$ cat src/rtl/multicycle_ctrl.sv
// ============================================================================
// multicycle_ctrl
//
// Control FSM for the multi-cycle MIPS core. It sequences the shared datapath
// (single cache port, one ALU, IR/A/B/ALUOut) through fetch, decode, execute,
// memory and writeback steps. It stalls on the cache mem_ready handshake and
// pulses 'illegal' for unsupported opcodes.
//
// Build option:
//   MULTICTRL_ADDI_EN  defined   -> addi (001000) runs DECODE -> IEXEC -> IWB
//                      undefined -> addi is illegal; IEXEC/IWB are not built
//
// Ports:
//   clk          in   core clock, rising edge
//   rst_n        in   synchronous active-low reset
//   opCode[5:0]  in   IR[31:26], sampled in DECODE only
//   mem_ready    in   cache finished current read/write this cycle
//   pcWrite      out  unconditional PC load
//   pcWriteCond  out  PC load if ALU zero (beq)
//   IorD         out  memory address select: 0 = PC, 1 = ALUOut
//   memRead      out  cache read request
//   memWrite     out  cache write request
//   irWrite      out  load IR from memory data
//   memtoReg     out  regfile write data: 0 = ALUOut, 1 = MDR
//   regDst       out  write register: 0 = rt, 1 = rd
//   regWrite     out  regfile write enable
//   ALUSrcA      out  0 = PC, 1 = A
//   ALUSrcB[1:0] out  00 = B, 01 = 4, 10 = sext imm, 11 = sext imm << 2
//   ALUOp[1:0]   out  00 = add, 01 = sub, 10 = funct decode
//   pcSource[1:0]out  00 = ALU result, 01 = ALUOut, 10 = jump target
//   instr_done   out  pulse on an instruction's final cycle
//   illegal      out  pulse when an unsupported opcode is seen in DECODE
//   state[3:0]   out  current state encoding (debug)
//
// state  | code | meaning
// -------+------+-----------------------------------------------
// FETCH  |  0   | read instruction, PC+4; wait on mem_ready
// DECODE |  1   | branch target into ALUOut, dispatch on opcode
// MEMADR |  2   | effective address for lw/sw
// MEMRD  |  3   | load data read; wait on mem_ready
// MEMWB  |  4   | load writeback from MDR
// MEMWR  |  5   | store write; wait on mem_ready
// EXEC   |  6   | R-type ALU operation
// RWB    |  7   | R-type writeback to rd
// BRANCH |  8   | beq compare and conditional PC load
// JUMP   |  9   | PC <= jump target
// IEXEC  | 10   | addi ALU operation (MULTICTRL_ADDI_EN only)
// IWB    | 11   | addi writeback to rt (MULTICTRL_ADDI_EN only)
// ============================================================================
module multicycle_ctrl (
    input  logic       clk,
    input  logic       rst_n,
    input  logic [5:0] opCode,
    input  logic       mem_ready,
    output logic       pcWrite,
    output logic       pcWriteCond,
    output logic       IorD,
    output logic       memRead,
    output logic       memWrite,
    output logic       irWrite,
    output logic       memtoReg,
    output logic       regDst,
    output logic       regWrite,
    output logic       ALUSrcA,
    output logic [1:0] ALUSrcB,
    output logic [1:0] ALUOp,
    output logic [1:0] pcSource,
    output logic       instr_done,
    output logic       illegal,
    output logic [3:0] state
);

    localparam logic [3:0] S_FETCH  = 4'd0;
    localparam logic [3:0] S_DECODE = 4'd1;
    localparam logic [3:0] S_MEMADR = 4'd2;
    localparam logic [3:0] S_MEMRD  = 4'd3;
    localparam logic [3:0] S_MEMWB  = 4'd4;
    localparam logic [3:0] S_MEMWR  = 4'd5;
    localparam logic [3:0] S_EXEC   = 4'd6;
    localparam logic [3:0] S_RWB    = 4'd7;
    localparam logic [3:0] S_BRANCH = 4'd8;
    localparam logic [3:0] S_JUMP   = 4'd9;
`ifdef MULTICTRL_ADDI_EN
    localparam logic [3:0] S_IEXEC  = 4'd10;
    localparam logic [3:0] S_IWB    = 4'd11;
`endif

    // Opcode class, decoded in DECODE and latched so later states do not
    // depend on opCode staying stable.
    localparam logic [2:0] CLS_NONE  = 3'd0;
    localparam logic [2:0] CLS_RTYPE = 3'd1;
    localparam logic [2:0] CLS_LW    = 3'd2;
    localparam logic [2:0] CLS_SW    = 3'd3;
    localparam logic [2:0] CLS_BEQ   = 3'd4;
    localparam logic [2:0] CLS_J     = 3'd5;
`ifdef MULTICTRL_ADDI_EN
    localparam logic [2:0] CLS_ADDI  = 3'd6;
`endif
    localparam logic [2:0] CLS_ILL   = 3'd7;

    logic [3:0] state_q, state_d;
    logic [2:0] cls_q, cls_d;
    logic [2:0] dec_cls;

    // ------------------------------------------------------------------
    // Opcode decode
    // ------------------------------------------------------------------
    always_comb begin
        dec_cls = CLS_ILL;
        case (opCode)
            6'b000000: dec_cls = CLS_RTYPE;
            6'b100011: dec_cls = CLS_LW;
            6'b101011: dec_cls = CLS_SW;
            6'b000100: dec_cls = CLS_BEQ;
            6'b000010: dec_cls = CLS_J;
`ifdef MULTICTRL_ADDI_EN
            6'b001000: dec_cls = CLS_ADDI;
`endif
            default:   dec_cls = CLS_ILL;
        endcase
    end

    // ------------------------------------------------------------------
    // State register
    // ------------------------------------------------------------------
    always_ff @(posedge clk) begin
        if (!rst_n) begin
            state_q <= S_FETCH;
            cls_q   <= CLS_NONE;
        end else begin
            state_q <= state_d;
            cls_q   <= cls_d;
        end
    end

    // ------------------------------------------------------------------
    // Next-state logic
    // ------------------------------------------------------------------
    always_comb begin
        state_d = S_FETCH;
        cls_d   = cls_q;
        case (state_q)
            S_FETCH:  state_d = mem_ready ? S_DECODE : S_FETCH;
            S_DECODE: begin
                cls_d = dec_cls;
                case (dec_cls)
                    CLS_RTYPE: state_d = S_EXEC;
                    CLS_LW,
                    CLS_SW:    state_d = S_MEMADR;
                    CLS_BEQ:   state_d = S_BRANCH;
                    CLS_J:     state_d = S_JUMP;
`ifdef MULTICTRL_ADDI_EN
                    CLS_ADDI:  state_d = S_IEXEC;
`endif
                    default:   state_d = S_FETCH;
                endcase
            end
            // Only lw/sw reach MEMADR; anything else is a corrupted class
            // and is recovered by refetching.
            S_MEMADR: begin
                if (cls_q == CLS_LW)
                    state_d = S_MEMRD;
                else if (cls_q == CLS_SW)
                    state_d = S_MEMWR;
                else
                    state_d = S_FETCH;
            end
            S_MEMRD:  state_d = mem_ready ? S_MEMWB : S_MEMRD;
            S_MEMWB:  state_d = S_FETCH;
            S_MEMWR:  state_d = mem_ready ? S_FETCH : S_MEMWR;
            S_EXEC:   state_d = S_RWB;
            S_RWB:    state_d = S_FETCH;
            S_BRANCH: state_d = S_FETCH;
            S_JUMP:   state_d = S_FETCH;
`ifdef MULTICTRL_ADDI_EN
            S_IEXEC:  state_d = S_IWB;
            S_IWB:    state_d = S_FETCH;
`endif
            default:  state_d = S_FETCH;
        endcase
    end

    // ------------------------------------------------------------------
    // Output logic. Everything defaults to 0; reset overrides all of it so
    // no write strobe can escape during the cycle rst_n is low.
    // ------------------------------------------------------------------
    always_comb begin
        pcWrite     = 1'b0;
        pcWriteCond = 1'b0;
        IorD        = 1'b0;
        memRead     = 1'b0;
        memWrite    = 1'b0;
        irWrite     = 1'b0;
        memtoReg    = 1'b0;
        regDst      = 1'b0;
        regWrite    = 1'b0;
        ALUSrcA     = 1'b0;
        ALUSrcB     = 2'b00;
        ALUOp       = 2'b00;
        pcSource    = 2'b00;
        instr_done  = 1'b0;
        illegal     = 1'b0;
        if (rst_n) begin
            case (state_q)
                S_FETCH: begin
                    memRead = 1'b1;
                    ALUSrcB = 2'b01;
                    irWrite = mem_ready;
                    pcWrite = mem_ready;
                end
                S_DECODE: begin
                    ALUSrcB    = 2'b11;
                    illegal    = (dec_cls == CLS_ILL);
                    instr_done = (dec_cls == CLS_ILL);
                end
                S_MEMADR: begin
                    ALUSrcA = 1'b1;
                    ALUSrcB = 2'b10;
                end
                S_MEMRD: begin
                    memRead = 1'b1;
                    IorD    = 1'b1;
                end
                S_MEMWB: begin
                    regWrite   = 1'b1;
                    memtoReg   = 1'b1;
                    instr_done = 1'b1;
                end
                S_MEMWR: begin
                    memWrite   = 1'b1;
                    IorD       = 1'b1;
                    instr_done = mem_ready;
                end
                S_EXEC: begin
                    ALUSrcA = 1'b1;
                    ALUOp   = 2'b10;
                end
                S_RWB: begin
                    regWrite   = 1'b1;
                    regDst     = 1'b1;
                    instr_done = 1'b1;
                end
                S_BRANCH: begin
                    ALUSrcA     = 1'b1;
                    ALUOp       = 2'b01;
                    pcWriteCond = 1'b1;
                    pcSource    = 2'b01;
                    instr_done  = 1'b1;
                end
                S_JUMP: begin
                    pcWrite    = 1'b1;
                    pcSource   = 2'b10;
                    instr_done = 1'b1;
                end
`ifdef MULTICTRL_ADDI_EN
                S_IEXEC: begin
                    ALUSrcA = 1'b1;
                    ALUSrcB = 2'b10;
                end
                S_IWB: begin
                    regWrite   = 1'b1;
                    instr_done = 1'b1;
                end
`endif
                default: ;
            endcase
        end
    end

    assign state = state_q;

endmodule

$ cat config.mk
export PLATFORM = sky130hd
export DESIGN_NAME = multicycle_ctrl
export DESIGN_NICKNAME = d
export VERILOG_FILES = /design/src/rtl/multicycle_ctrl.sv
export SDC_FILE = /design/constraint.sdc
export NUM_CORES = 1
export LEC_CHECK = 0
export BUFFER_PORTS_ARGS = -buffer_cell sky130_fd_sc_hd__clkbuf_2
export CAP_MARGIN = 10
export CORE_MARGIN = 2
export CORE_UTILIZATION = 45
export DETAILED_ROUTE_END_ITERATION = 8
export PLACE_DENSITY = 0.84
export SETUP_SLACK_MARGIN = 0.02
export SLEW_MARGIN = 20
export SYNTH_ARGS = -nofsm -noshare
export SYNTH_HDL_FRONTEND = slang
export SYNTH_SLANG_ARGS = --single-unit
$ cat constraint.sdc
create_clock -name clk -period 1.8 [get_ports clk]
set_input_delay 0.18 -clock clk [delete_from_list [all_inputs] [get_ports clk]]
set_output_delay 0.18 -clock clk [all_outputs]
set_load 0.03 [all_outputs]
Word-level counts from Yosys, hierarchy flattened
Index checks and enable logic that the tools add are counted.

cells by class
  equality and inequality tests = 21
  muxes and demuxes = 38
  reduce and logical (&&, ||, !) cells = 8

operators with widths
  cell                  count
  $pmux W4 S6           1
  $mux W1               23
  $eq A4 B3 Y1 const B  4
  $pmux W4 S4           1
  $pmux W3 S5           1
  $eq A3 B2 Y1 const B  4
  $eq A6 B6 Y1 const B  2
  $mux W3               4
  $eq A3 B3 Y1 const B  3
  $eq A4 B2 Y1 const B  2
  $eq A4 B4 Y1 const B  2
  $pmux W2 S2           2
  $reduce_or A2 Y1      4
  $eq A6 B2 Y1 const B  1
  $eq A6 B3 Y1 const B  1
  $logic_not A6 Y1      1
  $mux W2               3
  $pmux W2 S3           1
  $eq A4 B1 Y1 const B  1
  $logic_not A4 Y1      1
  $reduce_or A4 Y1      1
  $eq A3 B1 Y1 const B  1
  $pmux W1 S3           1
  $reduce_or A3 Y1      1
  $pmux W1 S2           1

word-level totals
  register bits = 7
  output and inout bits = 22
  logic and storage cells = 69

Longest topological paths before layout
Gate-level depths: netlist (run 1).

  depth in word-level cells = 6
  mapped depth = 5
  gate-level depth less buffers = 4

Worst setup path before layout (run 1)
No wires, ideal clock.

  kind = register to output
  start = register state_q[2], in the netlist state[2]
  end = output pcWrite
  arrival = 2423 ps
  data required time = 1620 ps
  setup slack = -803 ps
  stages on the path, launching flop included = 6
  cell sequence = dfxtp_1 -> clkbuf_1 -> nor2_1 -> nand2_1 -> nor4b_1 -> or2_1

between the ends
  word-level cells in the longest chain between the ends = 3
  elaborated cells between the ends (all ways) = 4

ends and longest elaborated chain
  element                                           RTL line  text
  from (decl)                                       101       logic [3:0] state_q, state_d;
  from (signal assigned)                            131       state_q <= state_d;
  $eq A4 B4 Y1 or $logic_not A4 Y1 (tied branches)  204       case (state_q)
  $pmux W1 S2 (*)                                   204
  $mux W1 (*)                                       203       if (rst_n) begin
  to (decl)                                         55        output logic pcWrite,

Every way passes the cells marked *; elsewhere a longest branch is shown, timed or not.

Worst setup path in the final report (run 1)
  start = input opCode[0]
  end = output instr_done

between the ends
  word-level cells in the longest chain between the ends = 5
  elaborated cells between the ends (all ways) = 9

ends and longest elaborated chain
  element                                     RTL line  text
  from (decl)                                 53        input logic [5:0] opCode,
  $eq A6 B2 Y1, or another cell as far along  110       case (opCode)
  $pmux W3 S5 (*)                             110
  $eq A3 B3 Y1 (*)                            214       instr_done = (dec_cls == CLS_ILL);
  $pmux W1 S3 (*)                             204
  $mux W1 (*)                                 203
  to (decl)                                   68        output logic instr_done,

Marked as above.

==> impl_metrics.toml, run 1 <==
[status]
status = "finished clean"

[sta]
slew_headroom_pct = 81.21
hold_violations = 0
worst_slew_pin_slew_ns = 0.2818
whs_ns = 0.2786
slew_viol_final = 0
min_period_ns = 1.759
post-route-period-util_pct = 97.75
fmax_ghz = 0.5684
setup_viol = 0
fin_skew_ns = 0.002173
grt_setup_unrepaired = "true"

[grt]
grt-ovfl-total = 0
grt_pass1_wl_um = 2753
grt_pass1_vias = 690
antenna_found_initial = 0
grt_usage_pct = 20.05
grt_max_degree = 17

[worst_hold_path]
hp-class = "input port to flip-flop"
min_from = "opCode[1]"

[worst_setup_path]
setup.worst_path.class = "input port to output pin"
cp.arrival_ns = 1.58
worst_setup_path_end_kind = "output pin"
worstPathRequired_ns = 1.62
start_kind = "input port"
cp_max_fo = 4
r2r-start = "state[2]"
crit_start = "opCode[0]"

[logic_synthesis]
ys_ff_latch = 7
synth_seq_area_share_pct = 21.01
syn_nets = 97
ys.flop_type = "dfxtp_1"
synthArstFlopShare_pct = 0
netlist_instances = 88
synth-warning-count = 0
synthTopCellsByArea = "dfxtp_1 21%, a21oi_1 7.5%, nand2b_1 7.5%"
postSynthAreaPerCell_um2 = 7.578
ys_types = 37
syn_area_um2 = 666.9
synth_edf_count = 0
synth_top_cell_by_area = "dfxtp_1"
synth_common_cells = "10 x a21oi_1, 10 x nand2_1, 9 x nor2_1"
synth_top_area_share_pct = 21.01

[placed_design]
postPlaceCellArea_um2 = 902.1
gp_congestion = 0.8179
hpwl_um = 1321
port_buffers = 30

[routing]
post_drt_wl_per_cell_um = 12.33
initialDrtViolationCount = 11
ant_nets = 0
dr.pass1.iters = 4
drc = 0
viasPerCell = 5.497
via_count = 786
totalWireLength_um = 1763

[flow_run]
maxCapViolations = 0

[finish]
final_area_um2 = 1007
drive_gt1_share_pct = 48.44
nNetsFinal = 138
area_delta_synth_final_pct = 51.03
diodes = 0

[floorplanning]
coreArea_um2 = 1350
initial_core_util_pct = 49.40
die_x_um = 42.50
die_y_um = 42.50
io_pins = 31
std_cell_rows = 13
dieArea_um2 = 1806

[clock_network]
cts-hold-fix-buffers = 0
htreeDepth = 1
clockBufferDepth = 2
clk_pin_slew_ns = 0.05
cts_num_sinks = 7
worstSkewPairLatency_ns = 0.26
cts_tree = "yes"
root_buffer = "clkbuf_4"
cts_made_buffers = 3

[power]
p_leak_nw = 0.4426
p_per_area_nw_per_um2 = 439.7
ir_worst_vdd_mv = 0.3790
p_total_mw = 0.4429
-- flip-flops by register name, summed over array words and instances (netlist names) --
name and count:
state 4, cls_q 3
-- placed cells by master, fill, tap and decap left out, drive strengths merged, types with 2 or more instances in the layout --
cell and instances:
clkbuf 30, buf 14, a21oi 10, o21ai 3, nand3 2, nor2 9, or4 2, nor2b 5
nor3 5, nand2b 8, dfxtp 7, nor4b 3, nand2 10
-- cells by family (layout without fill, tap and decap cells) --
logic type,after synthesis,after routing,share of synthesized area (%)
AND/OR/NAND/NOR,54,54,49.72
AO/OA/AOI/OAI,22,22,24.02
flip-flops,7,7,21.01
buffers and inverters,4,44,3.941
XOR/XNOR,1,1,1.314
-- per-stage QoR --
stage	utilization [%]	TNS [ns]	setup slack [ns]	std cells
floorplan	-	0	0.01179	88
global placement	66.82	0	0.05724	135
detailed placement	66.82	0	0.008864	135
CTS	71.46	0	0.02364	142
global route	74.61	-0.01499	-0.01499	143
finish	74.61	0	0.04059	143
-- timing repair --
| item | CTS | global route |
|---|---|---|
| endpoints found under the hold margin | 0 | 0 |
| setup buffers | 3 | 1 |
| setup endpoints to repair | 1 | 3 |
| gates resized for setup | 4 | 12 |
| gates cloned | 0 | 0 |
| pin swaps | 1 | 5 |
-- critical path, stage by stage --
cell and delay, ns:
buf_8 0.10, or4b_4 0.54, o32ai_4 0.34, nor4b_4 0.08
a21o_2 0.20, buf_8 0.13
-- where the power goes --
group          switching [mW]  internal (mW)
Sequential            0.00984          0.158
Combinational          0.0704         0.0579
Clock                  0.0620         0.0848
-- final timing paths --
check,to,slack (ns),depth (start not counted)
worst max-delay path,instr_done,0.04,6
worst min-delay path,state[3],0.28,3
worst max register to register,state[2],0.24,7
worst min register to register,cls_q[2],0.53,2
-- final cells by class --
type	instances	area, µm²
tap	15	18.77
sequential	7	152.6
clock buffer	4	26.28
timing repair buffer	40	251.5
multi-input combinational	77	558.0
fill	112	342.8
-- layer usage --
metal / GRT usage, % / vias up / wire length, µm
met3: 3.879 / 2 / 91
met5: 0 / - / 0
met1: 20.52 / 351 / 666
met2: 38.15 / 29 / 980
li1: - / 404 / -
met4: 9.375 / 0 / 24
(Power assumes the default switching activity.)
==> run 2, diff against run 1 <==
REMOVE_ABC_BUFFERS = 1   (was unset)
==> impl_metrics.toml, run 2 (synthesized netlist as in run 1, its figures left out) <==
[worst_setup_path]
worstPathRequired_ns = 1.62
start_kind = "flip-flop"
critPathMaxStageDelay_ns = 0.37
worst_setup_path_end_kind = "output pin"
setup.worst_path.class = "flip-flop to output pin"
rr_worst_depth = 5
cp-endpoint = "pcWrite"
cp.arrival_ns = 1.56
crit_start = "state[2]"
r2r-start = "state[1]"
cpMaxStageDelayCell = "dfxtp_4"
r2r_end = "state[0]"
path_cells = "nor2_1 > nand2_1 > nor4b_2 > or2_1 > clkbuf_2"
r2r_slack_ns = 0.40
cp_max_fo = 7

[finish]
drive_gt1_share_pct = 42.86
final_area_um2 = 929.6
largest_register_ffs = 4
nNetsFinal = 136
stdcell_count = 141
layout_commonest_cell = "clkbuf_2"
nFillCells = 135
diodes = 0
area_delta_synth_final_pct = 39.40
seqCellArea_um2 = 147.6
multi_input_area_um2 = 524.3
final_cell_mix = "29 x clkbuf_2, 10 x nand2_1, 10 x a21oi_1"

[routing]
viasPerCell = 5.645
dr.pass1.iters = 4
via_count = 796
totalWireLength_um = 1762
drc = 0
post_drt_wl_per_cell_um = 12.50
initialDrtViolationCount = 11
ant_nets = 0

[sta]
min_period_ns = 1.743
fmax_ghz = 0.5736
slew_headroom_pct = 82.07
fin_skew_ns = 0.002884
worst_slew_pin_slew_ns = 0.2682
post-route-period-util_pct = 96.85
setup_viol = 0
hold_violations = 0
slew_viol_final = 0

[floorplanning]
die_y_um = 42.50
io_pins = 31
die_x_um = 42.50
std_cell_rows = 13
coreArea_um2 = 1350
dieArea_um2 = 1806
initial_core_util_pct = 49.40

[power]
ir_worst_vdd_mv = 0.4075
p_per_area_nw_per_um2 = 453.1
p_leak_nw = 0.4140

[worst_hold_path]
holdPathStages = 2
hp-class = "input port to flip-flop"

[clock_network]
clockBufferDepth = 2
cts_made_buffers = 3
clk_pin_slew_ns = 0.05
cts_tree = "yes"
cts-hold-fix-buffers = 0
root_buffer = "clkbuf_4"
worstSkewPairLatency_ns = 0.24
htreeDepth = 1
cts_num_sinks = 7

[grt]
grt-ovfl-total = 0
grt_max_degree = 12
grt_pass1_wl_um = 2711
grt_pass1_vias = 667
grt_usage_pct = 18.82
antenna_found_initial = 0

[placed_design]
hpwl_um = 1349
port_buffers = 30
dp.cells = 136
postPlaceCellArea_um2 = 862.1
gp_congestion = 0.8339

[status]
status = "finished clean"

[flow_run]
maxCapViolations = 0
[run 2: changes by cell type in the layout (fill, tap and decap cells not counted), sizes merged]
cell and delta:
buf -5, clkbuf +3
[run 2: critical path, delay by kind of cell, from the launching register on]
kind	cells	cell delay, ns
DFF	1	0.37
buffers and inverters	1	0.19
and+or+nand+nor	4	0.76
[run 2: routing by layer]
metal  wire length [µm]  share of wire [%]  GRT usage (%)  vias up
met5                  0                  0              0        -
met4                  0                  0          5.625        0
met3                 97                5.5          3.448        0
met2                905                 51          34.46       30
met1                759                 43          21.82      370
li1                   -                  -              -      396
[run 2: worst min path at each step]
stage	start	to	slack (ns)
after floorplan	rst_n	cls_q[0]	0.31
after global placement	cls_q[1]	cls_q[1]	0.50
after detailed placement	cls_q[1]	cls_q[1]	0.53
after CTS	rst_n	cls_q[0]	0.28
after global routing	rst_n	cls_q[0]	0.29
final	rst_n	cls_q[0]	0.29
[run 2: cell type report]
cell class,instances,share of cell area (%)
clock buffers,4,2.826
multi-input cells,77,56.39
flip-flops and latches,7,15.88
well taps,15,2.019
repair buffers,38,22.88
[run 2: through the flow]
step	worst slack, ns	utilization [%]	TNS, ns	hold slack, ns	power [mW]
2_1_floorplan	-0.6895	-	-2.890	0.3134	0.2371
4_1_cts	0.02332	66.08	0	0.2792	0.4203
3_3_place_gp	0.1322	63.86	0	0.5045	0.2784
5_1_grt	-0.08433	68.86	-0.08433	0.2879	0.4428
6_report	0.05664	68.86	0	0.2882	0.4212
3_5_place_dp	0.09046	63.86	0	0.5259	0.2814
[run 2: what timing repair did]
action / in CTS / in global routing
gates cloned: 0 / 0
setup endpoints to repair: 2 / 3
setup buffers: 0 / 1
resized for setup: 3 / 9
[run 2: power breakdown]
group	switching (mW)	leakage, nW	internal [mW]
sequential	0.00730	0.0594	0.161
combinational	0.0688	0.340	0.0463
clock	0.0538	0.0150	0.0843
total	0.130	0.414	0.291
==> run 3, diff against run 2 <==
PLACE_DENSITY = 0.77   (was 0.84)
clock period = 1.7 ns   (was 1.8 ns; I/O delays follow)
==> impl_metrics.toml, run 3 (synthesized netlist as in run 1, its figures left out) <==
[status]
status = "finished clean"

[sta]
post-route-period-util_pct = 99.18
whs_ns = 0.2877
slew_viol_final = 0
grt_setup_unrepaired = "true"
hold_violations = 0
fin_ws_ns = 0.01394
tns_ns = 0
min_period_ns = 1.686
fmax_ghz = 0.5931
setup_viol = 0
fin_skew_ns = 0.008286
slew_headroom_pct = 80.80
worst_slew_pin_slew_ns = 0.2860

[routing]
post_drt_wl_per_cell_um = 13.53
viasPerCell = 5.729
via_count = 825
ant_nets = 0
totalWireLength_um = 1949
dr.pass1.iters = 4
drc = 0
initialDrtViolationCount = 27

[worst_setup_path]
start_kind = "input port"
cp.arrival_ns = 1.52
worstPathRequired_ns = 1.53
crit_start = "opCode[5]"
cp_max_fo = 4
r2r-start = "state[3]"
worst_setup_path_end_kind = "output pin"
setup.worst_path.class = "input port to output pin"

[grt]
grt_usage_pct = 23.08
grt-ovfl-total = 0
grt_pass1_vias = 729
grt_max_degree = 12
antenna_found_initial = 0
grt_pass1_wl_um = 3229

[power]
p_total_mw = 0.4611
p_per_area_nw_per_um2 = 459.5
ir_worst_vdd_mv = 0.4461
p_leak_nw = 0.4471

[clock_network]
clockBufferDepth = 2
cts_made_buffers = 3
root_buffer = "clkbuf_4"
worstSkewPairLatency_ns = 0.25
cts_tree = "yes"
htreeDepth = 1
clk_pin_slew_ns = 0.06
cts_num_sinks = 7

[finish]
largest_register_ffs = 4
layout_commonest_cell = "clkbuf_2"
diodes = 0
nNetsFinal = 139
area_delta_synth_final_pct = 50.47
nFillCells = 110
stdcell_count = 144
drive_gt1_share_pct = 46.51
final_cell_mix = "24 x clkbuf_2, 10 x a21oi_1, 10 x buf_4"

[worst_hold_path]
hp-class = "input port to flip-flop"
min_from = "rst_n"

[floorplanning]
die_x_um = 42.50
dieArea_um2 = 1806
io_pins = 31
initial_core_util_pct = 49.40
std_cell_rows = 13
die_y_um = 42.50
coreArea_um2 = 1350

[placed_design]
gp_congestion = 0.7968
port_buffers = 30
place_ws_ns = -0.003185
hpwl_um = 1475
dp.cells = 139

[flow_run]
maxCapViolations = 0
run 3: changes by cell type in the layout (fill, tap and decap cells not counted), sizes merged:
cell,delta
buf,+7
clkbuf,-4
run 3: cell type report:
| class | count | area, µm² | share of cell area, % |
|---|---|---|---|
| sequential | 7 | 150.1 | 14.96 |
| clock buffer | 4 | 26.28 | 2.618 |
| multi-input combinational | 77 | 559.3 | 55.74 |
| timing repair buffer | 41 | 249.0 | 24.81 |
| tap | 15 | 18.77 | 1.870 |
run 3: per-layer routing:
metal | routed length, µm | track usage (%)
met5 | 0 | 0
met3 | 126 | 3.879
met2 | 1000 | 40.62
met4 | 0 | 5.625
met1 | 823 | 28.91
run 3: where the power goes:
part | switching (mW) | internal (mW) | total, mW
Clock | 0.0602 | 0.0895 | 0.150
Combinational | 0.0790 | 0.0560 | 0.135
Sequential | 0.00765 | 0.169 | 0.176
Total | 0.147 | 0.314 | 0.461
run 3: final timing paths:
check	to	slack, ns	cells past startpoint
worst min-delay path	cls_q[0]	0.29	2
worst max-delay path	instr_done	0.01	6
worst min register to register	cls_q[2]	0.52	2
worst max register to register	state[0]	0.26	6
run 3: metrics by stage:
step                      utilization [%]  area [µm²]
after floorplan                         -       640.6
final                               74.33        1003
after CTS                           71.64       967.2
after global placement              65.52       884.6
after detailed placement            65.52       884.6
after global routing                74.33        1003
run 3: timing repair:
item                                   CTS  global route
pin swaps                                3             0
hold buffers                             0             0
setup endpoints to repair                8             8
endpoints found under the hold margin    0             0
resized for setup                       12            14
buffers inserted                         1             0
run 3: worst max-delay path, stage by stage:
cell and delay [ns]:
clkbuf_2 0.11, or4_4 0.56, a211oi_4 0.27, nor4b_4 0.08, a21o_1 0.18, buf_8 0.14
